[config.mk]
export PLATFORM = sky130hd
export DESIGN_NAME = instr_encoder
export DESIGN_NICKNAME = d
export VERILOG_FILES = /design/src/rtl/mips_isa_pkg.sv /design/src/rtl/instr_pack.sv /design/src/rtl/instr_encoder.sv
export SDC_FILE = /design/constraint.sdc
export NUM_CORES = 1
export LEC_CHECK = 0
export CORE_AREA = 5 5 101 103
export CTS_BUF_LIST = sky130_fd_sc_hd__clkbuf_8
export DETAILED_ROUTE_END_ITERATION = 6
export DIE_AREA = 0 0 106 108
export GPL_TIMING_DRIVEN = 0
export MAX_ROUTING_LAYER = met4
export PLACE_DENSITY_LB_ADDON = 0.2
export SYNTH_ARGS = -nofsm -noshare
export SYNTH_HDL_FRONTEND = slang
export SYNTH_HIERARCHICAL = 1
export SYNTH_SLANG_ARGS = --single-unit
export TNS_END_PERCENT = 10
[constraint.sdc]
create_clock -name clk -period 2 [get_ports clk]
set_input_delay 0.2 -clock clk [delete_from_list [all_inputs] [get_ports clk]]
set_output_delay 0.2 -clock clk [all_outputs]
set_load 0.02 [all_outputs]
[src/rtl/mips_isa_pkg.sv]
// mips_isa_pkg: encoder op enum, MIPS opcode/funct constants and word builders shared with Decode
package mips_isa_pkg;
  typedef enum logic [5:0] {
    OP_ADD, OP_ADDU, OP_SUB, OP_SUBU, OP_AND, OP_OR, OP_XOR, OP_SLT,
    OP_SLL, OP_SRL, OP_SRA, OP_MUL, OP_JR,
    OP_ADDI, OP_ADDIU, OP_SLTI, OP_ANDI, OP_ORI, OP_XORI, OP_LUI, OP_LW, OP_SW,
    OP_BEQ, OP_BNE, OP_BGT, OP_BLT, OP_BLTE, OP_BLTU, OP_BGTU, OP_BGTE,
    OP_J, OP_JAL, OP_FINISH
  } in_op_t;
  localparam logic [5:0] OPC_RTYPE = 6'h00, OPC_J = 6'h02, OPC_JAL = 6'h03;
  localparam logic [5:0] OPC_BEQ = 6'h04, OPC_BNE = 6'h05, OPC_ADDI = 6'h08, OPC_ADDIU = 6'h09;
  localparam logic [5:0] OPC_SLTI = 6'h0A, OPC_ANDI = 6'h0C, OPC_ORI = 6'h0D, OPC_XORI = 6'h0E;
  localparam logic [5:0] OPC_LUI = 6'h0F, OPC_LW = 6'h23, OPC_SW = 6'h2B;
  localparam logic [5:0] OPC_BGT = 6'h38, OPC_BLT = 6'h39, OPC_BLTE = 6'h3A, OPC_BLTU = 6'h3B;
  localparam logic [5:0] OPC_BGTU = 6'h3C, OPC_BGTE = 6'h3E, OPC_FINISH = 6'h3F;
  localparam logic [5:0] FN_SLL = 6'h00, FN_SRL = 6'h02, FN_SRA = 6'h03, FN_JR = 6'h08, FN_MUL = 6'h18;
  localparam logic [5:0] FN_ADD = 6'h20, FN_ADDU = 6'h21, FN_SUB = 6'h22, FN_SUBU = 6'h23;
  localparam logic [5:0] FN_AND = 6'h24, FN_OR = 6'h25, FN_XOR = 6'h26, FN_SLT = 6'h2A;
  localparam logic [31:0] FINISH_WORD = {OPC_FINISH, 26'd0};
  function automatic logic [31:0] r_word(logic [4:0] rs, logic [4:0] rt, logic [4:0] rd, logic [4:0] sh, logic [5:0] fn);
    return {OPC_RTYPE, rs, rt, rd, sh, fn};
  endfunction
  function automatic logic [31:0] i_word(logic [5:0] opc, logic [4:0] rs, logic [4:0] rt, logic [15:0] imm);
    return {opc, rs, rt, imm};
  endfunction
endpackage

[src/rtl/instr_pack.sv]
// instr_pack: combinational encoder op + fields -> 32-bit MIPS word and legality flag
module instr_pack
  import mips_isa_pkg::*;
(
  input  logic [5:0]  op,
  input  logic [4:0]  rs,
  input  logic [4:0]  rt,
  input  logic [4:0]  rd,
  input  logic [4:0]  shamt,
  input  logic [15:0] imm,
  input  logic [25:0] addr,
  output logic [31:0] word,
  output logic        legal
);
  always_comb begin
    word  = FINISH_WORD;
    legal = 1'b1;
    case (op)
      OP_ADD:    word = r_word(rs, rt, rd, 5'd0, FN_ADD);
      OP_ADDU:   word = r_word(rs, rt, rd, 5'd0, FN_ADDU);
      OP_SUB:    word = r_word(rs, rt, rd, 5'd0, FN_SUB);
      OP_SUBU:   word = r_word(rs, rt, rd, 5'd0, FN_SUBU);
      OP_AND:    word = r_word(rs, rt, rd, 5'd0, FN_AND);
      OP_OR:     word = r_word(rs, rt, rd, 5'd0, FN_OR);
      OP_XOR:    word = r_word(rs, rt, rd, 5'd0, FN_XOR);
      OP_SLT:    word = r_word(rs, rt, rd, 5'd0, FN_SLT);
      OP_SLL:    word = r_word(5'd0, rt, rd, shamt, FN_SLL);
      OP_SRL:    word = r_word(5'd0, rt, rd, shamt, FN_SRL);
      OP_SRA:    word = r_word(5'd0, rt, rd, shamt, FN_SRA);
      OP_MUL:    word = r_word(rs, rt, 5'd0, 5'd0, FN_MUL);
      OP_JR:     word = r_word(rs, 5'd0, 5'd0, 5'd0, FN_JR);
      OP_ADDI:   word = i_word(OPC_ADDI, rs, rt, imm);
      OP_ADDIU:  word = i_word(OPC_ADDIU, rs, rt, imm);
      OP_SLTI:   word = i_word(OPC_SLTI, rs, rt, imm);
      OP_ANDI:   word = i_word(OPC_ANDI, rs, rt, imm);
      OP_ORI:    word = i_word(OPC_ORI, rs, rt, imm);
      OP_XORI:   word = i_word(OPC_XORI, rs, rt, imm);
      OP_LUI:    word = i_word(OPC_LUI, 5'd0, rt, imm);
      OP_LW:     word = i_word(OPC_LW, rs, rt, imm);
      OP_SW:     word = i_word(OPC_SW, rs, rt, imm);
      OP_BEQ:    word = i_word(OPC_BEQ, rs, rt, imm);
      OP_BNE:    word = i_word(OPC_BNE, rs, rt, imm);
      OP_BGT:    word = i_word(OPC_BGT, rs, rt, imm);
      OP_BLT:    word = i_word(OPC_BLT, rs, rt, imm);
      OP_BLTE:   word = i_word(OPC_BLTE, rs, rt, imm);
      OP_BLTU:   word = i_word(OPC_BLTU, rs, rt, imm);
      OP_BGTU:   word = i_word(OPC_BGTU, rs, rt, imm);
      OP_BGTE:   word = i_word(OPC_BGTE, rs, rt, imm);
      OP_J:      word = {OPC_J, addr};
      OP_JAL:    word = {OPC_JAL, addr};
      OP_FINISH: word = FINISH_WORD;
      default:   legal = 1'b0;
    endcase
  end
endmodule

[src/rtl/instr_encoder.sv]
// instr_encoder: accepts symbolic instructions by handshake and writes packed words to imem,
// closing every program with FINISH (forced in the last slot on overflow)
module instr_encoder
  import mips_isa_pkg::*;
#(
  parameter int DEPTH = 256,
  parameter int AW    = $clog2(DEPTH)
) (
  input  logic          clk,
  input  logic          rst,
  input  logic          start,
  input  logic [AW-1:0] base_addr,
  input  logic          in_valid,
  output logic          in_ready,
  input  logic [5:0]    in_op,
  input  logic [4:0]    in_rs,
  input  logic [4:0]    in_rt,
  input  logic [4:0]    in_rd,
  input  logic [4:0]    in_shamt,
  input  logic [15:0]   in_imm,
  input  logic [25:0]   in_addr,
  output logic          imem_we,
  output logic [AW-1:0] imem_addr,
  output logic [31:0]   imem_wdata,
  output logic          busy,
  output logic          done,
  output logic [AW:0]   count,
  output logic          err_illegal,
  output logic          err_overflow
);
  typedef enum logic [1:0] {IDLE, ACCEPT, WRITE, DONE} state_t;
  state_t state, state_nx;
  logic [31:0] word, word_q;
  logic [AW-1:0] base;
  logic legal, fire, full, trunc, launch;
  instr_pack u_pack (
    .op(in_op), .rs(in_rs), .rt(in_rt), .rd(in_rd), .shamt(in_shamt),
    .imm(in_imm), .addr(in_addr), .word(word), .legal(legal)
  );
  assign in_ready   = state == ACCEPT;
  assign busy       = state == ACCEPT || state == WRITE;
  assign done       = state == DONE;
  assign imem_we    = state == WRITE;
  assign imem_addr  = imem_we ? base + count[AW-1:0] : '0;
  assign imem_wdata = imem_we ? word_q : '0;
  assign launch     = start && (state == IDLE || state == DONE);
  assign fire       = in_ready && in_valid && legal;
  assign full       = count == (AW+1)'(DEPTH - 1);
  // the last slot is held back for FINISH, so any other word arriving there is replaced
  assign trunc      = full && word != FINISH_WORD;
  always_comb begin
    state_nx = state;
    if (launch) state_nx = ACCEPT;
    else if (fire) state_nx = WRITE;
    else if (state == WRITE) state_nx = word_q == FINISH_WORD ? DONE : ACCEPT;
  end
  always_ff @(posedge clk or posedge rst)
    if (rst) state <= IDLE;
    else state <= state_nx;
  always_ff @(posedge clk or posedge rst) begin
    if (rst) begin
      base         <= '0;
      count        <= '0;
      word_q       <= '0;
      err_illegal  <= 1'b0;
      err_overflow <= 1'b0;
    end else begin
      if (launch) begin
        base         <= base_addr;
        count        <= '0;
        err_illegal  <= 1'b0;
        err_overflow <= 1'b0;
      end
      if (in_ready && in_valid && !legal) err_illegal <= 1'b1;
      if (fire) word_q <= trunc ? FINISH_WORD : word;
      if (fire && trunc) err_overflow <= 1'b1;
      if (imem_we) count <= count + 1'b1;
    end
  end
endmodule
[Yosys cells after proc, flatten, opt, wreduce, memory -nomap -nowiden]
Index checks and enable logic that the tools add are counted.
Word-level totals
  register bits: 53
  input bits: 80
  output and inout bits: 55
  word-level logic and storage cells: 76
Cells by class
  muxes and demuxes: 14
  eq/ne operators: 38
  $add $sub $neg: 2
  reduce and logical (&&, ||, !) cells: 16
Operator list (count)
  32-bit one-hot mux with 32 select lines: 1
  6-bit by 5-bit == test with 1-bit output, second input constant: 16
  32-bit two-way mux: 2
  6-bit by 4-bit == test with 1-bit output, second input constant: 8
  33-bit OR reduction: 1
  32-bit == test, second input constant: 1
  32-bit inequality test, second input constant: 1
  6-bit by 3-bit == test with 1-bit output, second input constant: 4
  9-bit two-way mux: 2
  6-bit by 2-bit == test with 1-bit output, second input constant: 2
  9-bit by 1-bit adder with 9-bit output, second input constant: 1
  9-bit by 8-bit == test with 1-bit output, second input constant: 1
  8-bit adder: 1
  2-bit two-way mux: 4
  8-bit two-way mux: 1
  6-bit by 1-bit == test with 1-bit output, second input constant: 1
  6-bit == test, second input constant: 1
  1-bit logical AND: 6
  6-bit logical NOT: 1
  2-bit nonzero test: 3
  2-bit == test, second input constant: 2
  1-bit two-way mux: 4
  3-bit nonzero test: 1
  2-bit by 1-bit == test with 1-bit output, second input constant: 1
  other kinds (3): 4

[Longest topological paths before layout]
  word-level depth: 6
  mapped depth: 11

[Modules after synthesis]
The synthesis kept the hierarchy.
By module, submodules not included
  instr_encoder: area an instance 3124.2 um^2, times used 1, cells an instance 336
  instr_pack: area an instance 721.9 um^2, times used 1, cells an instance 112

[Least setup slack after synthesis]
OpenSTA, ideal clock, no wires.
  path type: input to register
  start: input port in_op[1]
  end: register word_q[26]
  buffers on the path: 2
  slack: -0.250 ns
  library setup time: 0.127 ns
  stages on the path: 10
  data arrival time: 2.124 ns
  cells stage by stage: o211a_1 -> o221a_4 -> buf_6 -> a222oi_1 -> inv_1 -> nor4_1 -> and4_1 -> a41oi_4 -> buf_6 -> nand3b_1
Between the ends
  cells in the longest elaborated chain, start to end: 5
  elaborated cells between the ends (all ways): 40
RTL lines
  start, declared: RTL line instr_encoder.sv:15  | input logic [5:0] in_op,
  6-bit by 5-bit == test with 1-bit output (tied with other cells): RTL line instr_pack.sv:18  | case (op)
  32-bit one-hot mux with 32 select lines (*): RTL line instr_pack.sv:18
  net word[8]: RTL line instr_encoder.sv:33  | logic [31:0] word, word_q;
  32-bit inequality test (*): RTL line instr_encoder.sv:50  | assign trunc = full && word != FINISH_WORD;
  1-bit logical AND (*): RTL line instr_encoder.sv:50
  32-bit two-way mux (*): RTL line instr_encoder.sv:75  | if (fire) word_q <= trunc ? FINISH_WORD : word;
  end signal, assigned: RTL line instr_encoder.sv:75
  end, declared: RTL line instr_encoder.sv:33
The timed path passes the listed nets; every way through them passes the cells marked *.
A chain may end at the register's enable or synchronous reset.

[Worst setup path in the final report]
  start: input port in_op[3]
  end: register word_q[28]
Same word-level chain as after synthesis.

==> impl_metrics.py <==
metrics = {
    "synthesis": {
        "synthDominantCellAreaShare_pct": 34.48,
        "synth_seq_area_share_pct": 34.48,
        "synth-edff-count": 0,
        "yosysWarnings": 6,
        "yosysTopAreaCell": "dfrtp_1",
        "ys_top_cells_by_area": "dfrtp_1 34%, nor2_1 6.2%, nor3_2 6.0%",
        "synthesis.nets": 541,
        "synthArstFlopShare_pct": 100.0,
        "ys_ff_latch": 53,
        "synth_cells": 448,
        "synth.avg_cell_area_um2": 8.585,
        "synth-main-ff-cell": "dfrtp_1",
        "synth_cell_type_count": 60,
        "syn_area_um2": 3846,
    },
    "grt": {
        "grt_max_degree": 42,
        "grt_overflow": 0,
        "antenna_found_initial": 0,
        "grt_pass1_vias": 4088,
        "grtUsageTotal_pct": 23.09,
        "grt_pass1_wl_mm": 20.53,
    },
    "sta": {
        "finalHoldViolCount": 0,
        "whs_ns": 0.1388,
        "worst_slack_ns": -0.3846,
        "tns_ns": -11.29,
        "timing.final.crit_share_pct": 119.2,
        "fmax_mhz": 419.4,
        "slew_viol_final": 0,
        "setup_viol": 38,
        "worstMarginPinSlew_ns": 0.5685,
        "min_period_ns": 2.385,
        "rsz0062_at_grt": "true",
        "skew_ns": 0.01434,
        "slew_headroom_pct": 61.81,
    },
    "route": {
        "first_pass_iters": 4,
        "viasPerCell": 5.490,
        "wirelength_mm": 12.85,
        "drt_iter0_drc": 197,
        "drc": 0,
        "ant_nets": 0,
        "via_count": 3997,
        "routedWlPerCell_um": 17.64,
    },
    "die": {
        "ioPinCount": 135,
        "die_x_um": 106,
        "initial_core_util_pct": 42.23,
        "dieArea_um2": 11450,
        "fp-row-count": 35,
        "die_h_um": 108,
        "core_um2": 9109,
    },
    "final_layout": {
        "layoutNonFillerInstCount": 728,
        "fin_area_um2": 5788,
        "regArea_um2": 1333,
        "fin_nets": 709,
        "final_layout_size_suffix_gt1_share_pct": 28.04,
        "n_antenna_cell": 0,
        "multi_input_area_um2": 2467,
        "synthToLayoutAreaGrowth_pct": 50.49,
        "fillers": 808,
    },
    "status": {
        "status": "complete, but fails checks",
        "violations": "setup timing",
    },
    "setup_path": {
        "cp-start-kind": "input pin",
        "worstSetupEndpointType": "flop",
        "cp.arrival_ns": 2.57,
        "critPathRequiredTime_ns": 2.19,
        "path_class": "input pin to flop",
        "crit_fanout": 10,
    },
    "power": {
        "combPwrFrac_pct": 53.6,
        "internal_power_mw": 3.168,
        "ir_worst_vdd_uv": 412.6,
        "p_seq_share_pct": 35.2,
        "total_leakage_power_nw": 2.552,
        "p_sw_mw": 2.237,
        "clkPwrFrac_pct": 11.3,
        "swShare_pct": 41.39,
        "p_total_mw": 5.406,
        "power_density_nw_per_um2": 934.0,
    },
    "clocking": {
        "cts.sinks": 53,
        "cts_hold_buf": 0,
        "ctsLongestPathBuffers": 2,
        "clk_pin_slew_ns": 0.10,
        "tritoncts": "yes",
        "worstSkewPairLatency_ns": 0.31,
        "cts_buffers": 5,
        "cts_root_buffer": "clkbuf_8",
        "htreeDepth": 2,
    },
    "min_path": {
        "hp-class": "input pin to asynchronous set/reset pin",
    },
    "place": {
        "dp_cells": 693,
        "postPlaceCellArea_um2": 5336,
        "gp_congestion": 0.9186,
        "io_buffers": 133,
        "hpwl_mm": 9.684,
    },
    "flow_run": {
        "cap_violations": 0,
    },
}
-- kinds of logic (layout without fill, tap and decap cells) --
logic type | after synthesis | after routing | synth area share, %
flops | 53 | 53 | 34.48
buf+inv | 45 | 214 | 5.627
compound gates | 82 | 82 | 16.04
xor+xnor | 4 | 4 | 0.9110
mux | 13 | 13 | 3.644
fa+ha+maj | 13 | 13 | 4.424
simple gates | 238 | 238 | 34.87
-- timing repair --
item | CTS | global route
cloned | 3 | 0
endpoints found under the setup margin | 76 | 72
gates resized for setup | 208 | 39
pin swaps | 29 | 6
setup buffers | 24 | 0
-- cells in the mapped netlist (all sizes together) (2+ instances only) --
| cell type | number |
|---|---|
| nand3b | 7 |
| nor3 | 33 |
| mux2 | 8 |
| mux2i | 5 |
| o21ai | 24 |
| dfrtp | 53 |
| nand4b | 3 |
| nor2 | 64 |
| o21bai | 2 |
| inv | 17 |
| and2 | 36 |
| buf | 15 |
| nand2 | 50 |
| ha | 12 |
| or2 | 2 |
| and3 | 4 |
| a22o | 10 |
| a221o | 7 |
| nor4b | 3 |
| a22oi | 5 |
| nand3 | 11 |
| o21a | 2 |
| a21oi | 11 |
| nor2b | 3 |
| o311ai | 2 |
| clkbuf | 12 |
| a211oi | 2 |
| nand2b | 2 |
| nor4 | 14 |
| a222oi | 5 |
| a21o | 2 |
| xnor2 | 3 |
-- cell usage in the layout (no fill, tap or decap), drive strengths merged, types with 3 or more instances in the layout --
cell type      synthesis  layout
inv                   17      19
clkdlybuf4s50          0      87
o21ai                 24      24
nand2                 50      50
a221o                  7       7
nand3b                 7       7
and2                  36      36
nor4                  14      14
and3                   4       4
nand3                 11      11
a222oi                 5       5
nor4b                  3       3
nand4b                 3       3
dfrtp                 53      53
nor3                  33      33
xnor2                  3       3
a21oi                 11      11
ha                    12      12
clkdlybuf4s15          0      12
a22oi                  5       5
clkbuf                12      16
nor2                  64      64
a22o                  10      10
mux2i                  5       5
mux2                   8       8
nor2b                  3       3
buf                   15      76
-- worst max-delay path, cell delays in order --
cell      delay, ns
buf_2          0.14
buf_2          0.19
nor2b_1        0.17
a32oi_1        0.22
nor2_1         0.07
a221o_1        0.32
nor4_2         0.31
and4_4         0.29
a41oi_4        0.19
buf_6          0.20
buf_6          0.11
nand3b_1       0.15
-- cell type report --
cell class              instances  share of cell area [%]
multi-input cells             350                   42.63
inverters                      18                   1.189
repair buffers                161                   25.70
clock buffers                   5                   1.189
flip-flops and latches         53                   23.02
plain buffers                  27                   3.567
well taps                     111                   2.399
clock inverters                 3                  0.3026
-- metal layers --
layer / wire length (µm) / global-route usage (%) / vias up
li1: - / - / 1921
met1: 5607 / 29.32 / 1913
met2: 6300 / 37.57 / 152
met3: 788 / 4.955 / 11
met4: 148 / 6.383 / 0
met5: 0 / - / -
-- stage by stage --
step	util [%]	setup WS (ns)
CTS	64.12	-0.3719
global route	63.54	-0.5012
finish	63.54	-0.3846
global placement	58.37	-1.123
detailed placement	58.59	-1.142
floorplan	-	-0.1915
-- power by group through the flow --
stage | clock network (mW) | registers, mW | logic, mW
2_1_floorplan | 0 | 1.83 | 1.66
3_3_place_gp | 0 | 1.89 | 2.52
3_5_place_dp | 0 | 1.92 | 2.58
4_1_cts | 0.622 | 1.89 | 2.83
5_1_grt | 0.659 | 1.96 | 3.17
6_report | 0.608 | 1.90 | 2.90
-- state kept, by name, summed over array words and instances, names as in the netlist --
signal,cells
count,9
base,8
word_q,32
err_illegal,1
state,2
err_overflow,1
-- final timing paths --
path	slack, ns	cells past startpoint	end	start
setup / recovery	-0.38	12	word_q[28]$_DFFE_PP0P_	in_op[3]
hold / removal	0.14	2	word_q[11]$_DFFE_PP0P_	rst
setup reg to reg	-0.33	11	word_q[27]$_DFFE_PP0P_	count[1]$_DFFE_PP0P_
hold reg to reg	0.49	1	err_overflow$_DFFE_PP0P_	err_overflow$_DFFE_PP0P_
max in group asynchronous	1.33	3	word_q[23]$_DFFE_PP0P_	rst
min in group clk	0.41	4	word_q[27]$_DFFE_PP0P_	in_op[5]
No activity file was read; power rests on OpenSTA's default activity.
